### config.mk
export PLATFORM = sky130hd
export DESIGN_NAME = layer_hit_injector
export DESIGN_NICKNAME = d
export VERILOG_FILES = /design/src/rtl/layer_hit_injector.sv
export SDC_FILE = /design/constraint.sdc
export NUM_CORES = 1
export LEC_CHECK = 0
export CAP_MARGIN = 25
export CORE_UTILIZATION = 55
export CTS_CLUSTER_SIZE = 14
export DETAILED_ROUTE_END_ITERATION = 10
export GPL_TIMING_DRIVEN = 0
export PLACE_DENSITY_LB_ADDON = 0.1
export SLEW_MARGIN = 5
export SYNTH_ARGS = -nofsm -noshare
export SYNTH_HDL_FRONTEND = slang
export SYNTH_SLANG_ARGS = --single-unit
### constraint.sdc
create_clock -name clk -period 8 [get_ports clk]
set_input_delay 2.4 -clock clk [delete_from_list [all_inputs] [get_ports clk]]
set_output_delay 2.4 -clock clk [all_outputs]
set_load 0.005 [all_outputs]
### src/rtl/layer_hit_injector.sv
// Test-pattern transmitter: replays six loaded 64-bit layer patterns as timed pulses
// with programmable delay, width, inter-layer skew and burst repetition.
//
// state | meaning
// IDLE  | waiting for start; pattern registers writable
// DELAY | counting down the start delay
// PULSE | phase counter t sweeps every layer window of one burst
// GAP   | idle cycles between bursts
module layer_hit_injector #(
    parameter int LYW = 64
) (
    input  logic           clk,
    input  logic           rst_n,
    input  logic           cfg_wr,
    input  logic [2:0]     cfg_layer,
    input  logic [LYW-1:0] cfg_data,
    input  logic [7:0]     delay,
    input  logic [3:0]     width,
    input  logic [2:0]     skew,
    input  logic [3:0]     repeat_cnt,
    input  logic [7:0]     gap,
    input  logic           inj_start,
    input  logic           trig_stop,
    output logic [LYW-1:0] ly0,
    output logic [LYW-1:0] ly1,
    output logic [LYW-1:0] ly2,
    output logic [LYW-1:0] ly3,
    output logic [LYW-1:0] ly4,
    output logic [LYW-1:0] ly5,
    output logic           busy,
    output logic           done
);

    localparam int NLY = 6;

    typedef enum logic [1:0] {IDLE, DELAY, PULSE, GAP} state_t;

    state_t         state, state_nx;
    logic [7:0]     cnt, cnt_nx;
    logic [5:0]     t, t_nx;
    logic [3:0]     burst, burst_nx;
    logic           done_nx;
    logic           start_acc;

    logic [3:0]     sh_w;
    logic [3:0]     sh_rep;
    logic [2:0]     sh_skew;
    logic [7:0]     sh_gap;
    logic [6:0]     span_last;

    logic [LYW-1:0] pat   [NLY];
    logic [LYW-1:0] ly_q  [NLY];
    logic [LYW-1:0] ly_nx [NLY];

    // Last phase of a burst: layer 5 window closes at 5*skew + w - 1.
    assign span_last = 7'(5 * int'(sh_skew)) + 7'(sh_w) - 7'd1;

    always_ff @(posedge clk or negedge rst_n) begin
        if (!rst_n) begin
            state   <= IDLE;
            cnt     <= '0;
            t       <= '0;
            burst   <= '0;
            done    <= 1'b0;
            sh_w    <= '0;
            sh_rep  <= '0;
            sh_skew <= '0;
            sh_gap  <= '0;
            for (int k = 0; k < NLY; k++) begin
                pat[k]  <= '0;
                ly_q[k] <= '0;
            end
        end else begin
            state <= state_nx;
            cnt   <= cnt_nx;
            t     <= t_nx;
            burst <= burst_nx;
            done  <= done_nx;
            for (int k = 0; k < NLY; k++) begin
                ly_q[k] <= ly_nx[k];
                if (cfg_wr && state == IDLE && cfg_layer == 3'(k))
                    pat[k] <= cfg_data;
            end
            if (start_acc) begin
                sh_w    <= (width == 4'd0) ? 4'd1 : width;
                sh_rep  <= repeat_cnt;
                sh_skew <= skew;
                sh_gap  <= gap;
            end
        end
    end

    always_comb begin
        state_nx  = state;
        cnt_nx    = cnt;
        t_nx      = t;
        burst_nx  = burst;
        done_nx   = 1'b0;
        start_acc = 1'b0;

        case (state)
            IDLE: begin
                if (inj_start && !trig_stop) begin
                    start_acc = 1'b1;
                    state_nx  = DELAY;
                    cnt_nx    = delay;
                    t_nx      = '0;
                    burst_nx  = '0;
                end
            end
            DELAY: begin
                if (cnt == 8'd0) begin
                    state_nx = PULSE;
                    t_nx     = '0;
                end else begin
                    cnt_nx = cnt - 8'd1;
                end
            end
            PULSE: begin
                if ({1'b0, t} == span_last) begin
                    t_nx = '0;
                    if (burst == sh_rep) begin
                        state_nx = IDLE;
                        done_nx  = 1'b1;
                    end else begin
                        burst_nx = burst + 4'd1;
                        // gap=0 chains straight into the next burst so pulses can merge
                        if (sh_gap == 8'd0) begin
                            state_nx = PULSE;
                        end else begin
                            state_nx = GAP;
                            cnt_nx   = sh_gap - 8'd1;
                        end
                    end
                end else begin
                    t_nx = t + 6'd1;
                end
            end
            GAP: begin
                if (cnt == 8'd0) begin
                    state_nx = PULSE;
                    t_nx     = '0;
                end else begin
                    cnt_nx = cnt - 8'd1;
                end
            end
            default: state_nx = IDLE;
        endcase

        if (state != IDLE && trig_stop) begin
            state_nx = IDLE;
            done_nx  = 1'b0;
        end

        // Outputs are registered, so the window is evaluated on the next phase value.
        for (int k = 0; k < NLY; k++) begin
            ly_nx[k] = '0;
            if (state_nx == PULSE
                && {1'b0, t_nx} >= 7'(k * int'(sh_skew))
                && {1'b0, t_nx} <  7'(k * int'(sh_skew)) + 7'(sh_w))
                ly_nx[k] = pat[k];
        end
    end

    assign busy = (state != IDLE);
    assign ly0  = ly_q[0];
    assign ly1  = ly_q[1];
    assign ly2  = ly_q[2];
    assign ly3  = ly_q[3];
    assign ly4  = ly_q[4];
    assign ly5  = ly_q[5];

endmodule

==> impl_metrics.env <==
export IMPL_ys_warn_count=0
export IMPL_dieWidth_um=239.9
export IMPL_cts_buffers_inserted=80
export IMPL_grt_usage=0.2970
export IMPL_die_h_um=239.9
export IMPL_max_freq_mhz=143.6
export IMPL_place_congestion=0.9034
export IMPL_postCtsSetupRepairBufs=0
export IMPL_first_iter_violations=1277
export IMPL_remaining_drc_errors=0
export IMPL_area_growth_pct=28.35
export IMPL_rsz0062_at_grt="false"
export IMPL_slew_headroom=0.3902
export IMPL_cts_tree="built"
export IMPL_crit_type="flip-flop to flip-flop"
export IMPL_whs_ns=0.4693
export IMPL_synth_distinct_cells=69
export IMPL_wl_per_cell_um=23.45
export IMPL_netlist_area_mm2=0.03112
export IMPL_slowest_delay_ns=0.67
export IMPL_cp_num_buf_inv=4
export IMPL_drt_first_pass_iters=5
export IMPL_wirelength_um=83820
export IMPL_cpLargestDelayFamily="compound AO/OA/AOI/OAI gates"
export IMPL_clockRootBuffer="clkbuf_16"
export IMPL_io_buffers=484
export IMPL_cts_sinks=808
export IMPL_fin_skew_ns=0.02095
export IMPL_yosys_register_bits=808
export IMPL_cp_start_kind="flip-flop"
export IMPL_setup_viol=0
export IMPL_design_die_area_mm2=0.05754
export IMPL_cp_data_required_time_ns=8.53
export IMPL_power_leakage_nw=17.88
export IMPL_row_count=86
export IMPL_grt_pass1_wl_um=125800
export IMPL_whs_path_depth=1
export IMPL_placed_area_mm2=0.03729
export IMPL_outcome="completed"
export IMPL_min_period_ns=6.964
export IMPL_first_global_vias=20660
export IMPL_ff2ff_path_depth=21
export IMPL_peakVddDrop_mv=0.2457
export IMPL_power_density_mw_per_mm2=319.3
export IMPL_clk_path_buf_depth=3
export IMPL_cp_cell_sequence="ha_1 > inv_1 > fa_1 > nand2b_1 > a21oi_1 > xnor2_1 > o31ai_1 > a211oi_2 > o21ai_4 > buf_2 > nand2_1 > o21bai_1 > a22o_1 > ha_1 > a21oi_1 > nor2b_1 > a2111oi_2 > nand4_2 > buf_2 > buf_6 > nor3b_2"
export IMPL_start_util=0.5606
export IMPL_synth_avg_cell_area_um2=14.26
export IMPL_finish_instance_area_mm2=0.03995
export IMPL_path_max_fanout=11
export IMPL_critical_path_depth=21
export IMPL_cp_data_arrival_time_ns=7.50
export IMPL_cp_end_kind="flip-flop"
export IMPL_diodes=0
export IMPL_dpl_hpwl_um=58990
export IMPL_cts_clk_slew_worst_paths_ns=0.06
export IMPL_worstMarginPinSlew_ns=0.9146
export IMPL_grt_max_degree=124
export IMPL_io_pins=485
export IMPL_fin_setup_tns_ns=0
export IMPL_grt_overflow_total=0
export IMPL_final_nets=2933
export IMPL_vias=19660
export IMPL_seq_area_frac_synth=0.6496
export IMPL_ys_flop_type="dfrtp_1"
export IMPL_hp_class="flip-flop to flip-flop"
export IMPL_synth_nets=2349
export IMPL_design_core_area_mm2=0.05552
export IMPL_drive_above_1_share=0.2201
export IMPL_synth_cells=2182
export IMPL_cts_max_level=3
export IMPL_antenna_found_initial=0
export IMPL_holdBufCountCts=0
export IMPL_ant_nets=0
export IMPL_routed_via_density=5.501
export IMPL_hold_viol=0
export IMPL_synth_async_sr_flop_share=1.000
export IMPL_synth_edff_count=0
export IMPL_maxCapViolCount=0
export IMPL_cp_slowest_cell="dfrtp_1"
export IMPL_clock_latency_ns=0.63
export IMPL_cts_resized=0
export IMPL_finalCritPeriodShare=0.8706
export IMPL_slew_viol_final=0
[cell type report]
| type | instances | area (µm²) |
|---|---|---|
| Sequential cell | 808 | 20220 |
| Fill cell | 3779 | 15580 |
| Multi-Input combinational cell | 1225 | 10300 |
| Timing Repair Buffer | 502 | 5218 |
| Clock buffer | 114 | 2311 |
| Tap cell | 748 | 935.9 |
| Buffer | 117 | 500.5 |
| Clock inverter | 28 | 345.3 |
| Inverter | 32 | 120.1 |
[registers in the layout (all words and copies together) (netlist names)]
name and cells:
burst 4, cnt 8, done 1, ly0 64, ly1 64, ly2 64, ly3 64, ly4 64
ly5 64, pat 384, sh_gap 8, sh_rep 4, sh_skew 3, sh_w 4, state 2, t 6
[Yosys cell counts, drive strengths merged, types with 19 or more instances]
cell type / instances / area [µm²]
dfrtp: 808 / 20220
mux2: 397 / 4471
nor3b: 188 / 1461
and2: 131 / 822.0
nand2: 103 / 386.6
clkbuf: 76 / 285.3
nor3: 76 / 425.4
ha: 63 / 788.3
buf: 41 / 213.9
a21oi: 33 / 165.2
inv: 31 / 116.4
nor2: 29 / 108.9
o21ai: 29 / 156.4
nand3: 26 / 130.1
xnor2: 22 / 192.7
a21o: 19 / 142.6
[cells in the final DEF, fill, tap and decap left out, types with 6 or more instances in the layout]
master and n:
clkbuf_1 92, nand2_1 103, ha_1 63, nor3_2 9
nand2b_1 6, o21ai_0 28, nor3b_1 178, bufinv_16 6
buf_16 9, nand3_1 26, xnor2_1 22, a21o_1 19
buf_2 36, clkinv_2 14, buf_8 7, nor2b_1 8
nor3b_2 10, xor2_1 9, nor3_1 67, clkbuf_16 81
mux2i_1 7, mux2_2 397, a21oi_1 33, dfrtp_1 808
clkbuf_8 16, clkdlybuf4s50_1 483, nor2_1 26, nand4_1 8
and2_1 130, inv_1 31
[final timing paths]
kind | from | end | slack, ns
setup / recovery | sh_skew[0]$_DFFE_PN0P_ | ly0[53]$_DFF_PN0_ | 1.04
max in group asynchronous | rst_n | ly3[23]$_DFF_PN0_ | 4.30
setup reg to reg | sh_skew[0]$_DFFE_PN0P_ | ly0[53]$_DFF_PN0_ | 1.04
hold reg to reg | pat[133]$_DFFE_PN0P_ | ly3[5]$_DFF_PN0_ | 0.47
min in group asynchronous | rst_n | ly4[59]$_DFF_PN0_ | 1.70
hold / removal | pat[133]$_DFFE_PN0P_ | ly3[5]$_DFF_PN0_ | 0.47
[metal layers]
| layer | vias up | track usage | routed length [µm] |
|---|---|---|---|
| li1 | 8718 | - | - |
| met1 | 10240 | 0.3818 | 34270 |
| met2 | 552 | 0.4935 | 41520 |
| met3 | 151 | 0.07382 | 5290 |
| met4 | 0 | 0.1008 | 2738 |
| met5 | - | 0 | 0 |
[per-stage QoR]
step | setup slack, ns | instances | utilization | total power [mW]
after global routing | 0.7057 | 3574 | 0.7195 | 13.40
after floorplan | 2.580 | 2182 | - | 7.989
final | 1.036 | 3574 | 0.7195 | 12.76
after global placement | -29.32 | 3414 | 0.6647 | 8.814
after detailed placement | 0.6620 | 3432 | 0.6716 | 9.013
after CTS | 1.086 | 3574 | 0.7195 | 12.81
[report_power, final]
group	internal, mW	switching [mW]	total (mW)
Sequential	5.14	0.598	5.74
Combinational	1.62	1.62	3.24
Clock	2.21	1.57	3.78
[cell families after synthesis]
family,count (synthesis),share of synthesized area
compound gates,128,0.03067
xor+xnor,32,0.009447
fa+ha+maj,68,0.02854
buf+inv,149,0.01990
flops,808,0.6496
mux,404,0.1459
simple gates,593,0.1159
[worst reg2reg max path, stage by stage, from the launching register on]
cell and delay [ns]:
dfrtp_1 0.67, ha_1 0.35, inv_1 0.12, fa_1 0.46
nand2b_1 0.20, a21oi_1 0.35, xnor2_1 0.17, o31ai_1 0.47
a211oi_2 0.20, o21ai_4 0.37, buf_2 0.32, nand2_1 0.11
o21bai_1 0.19, a22o_1 0.57, ha_1 0.37, a21oi_1 0.13
nor2b_1 0.06, a2111oi_2 0.54, nand4_2 0.44, buf_2 0.38
buf_6 0.21, nor3b_2 0.19
Power figures use the tool's default switching activity.
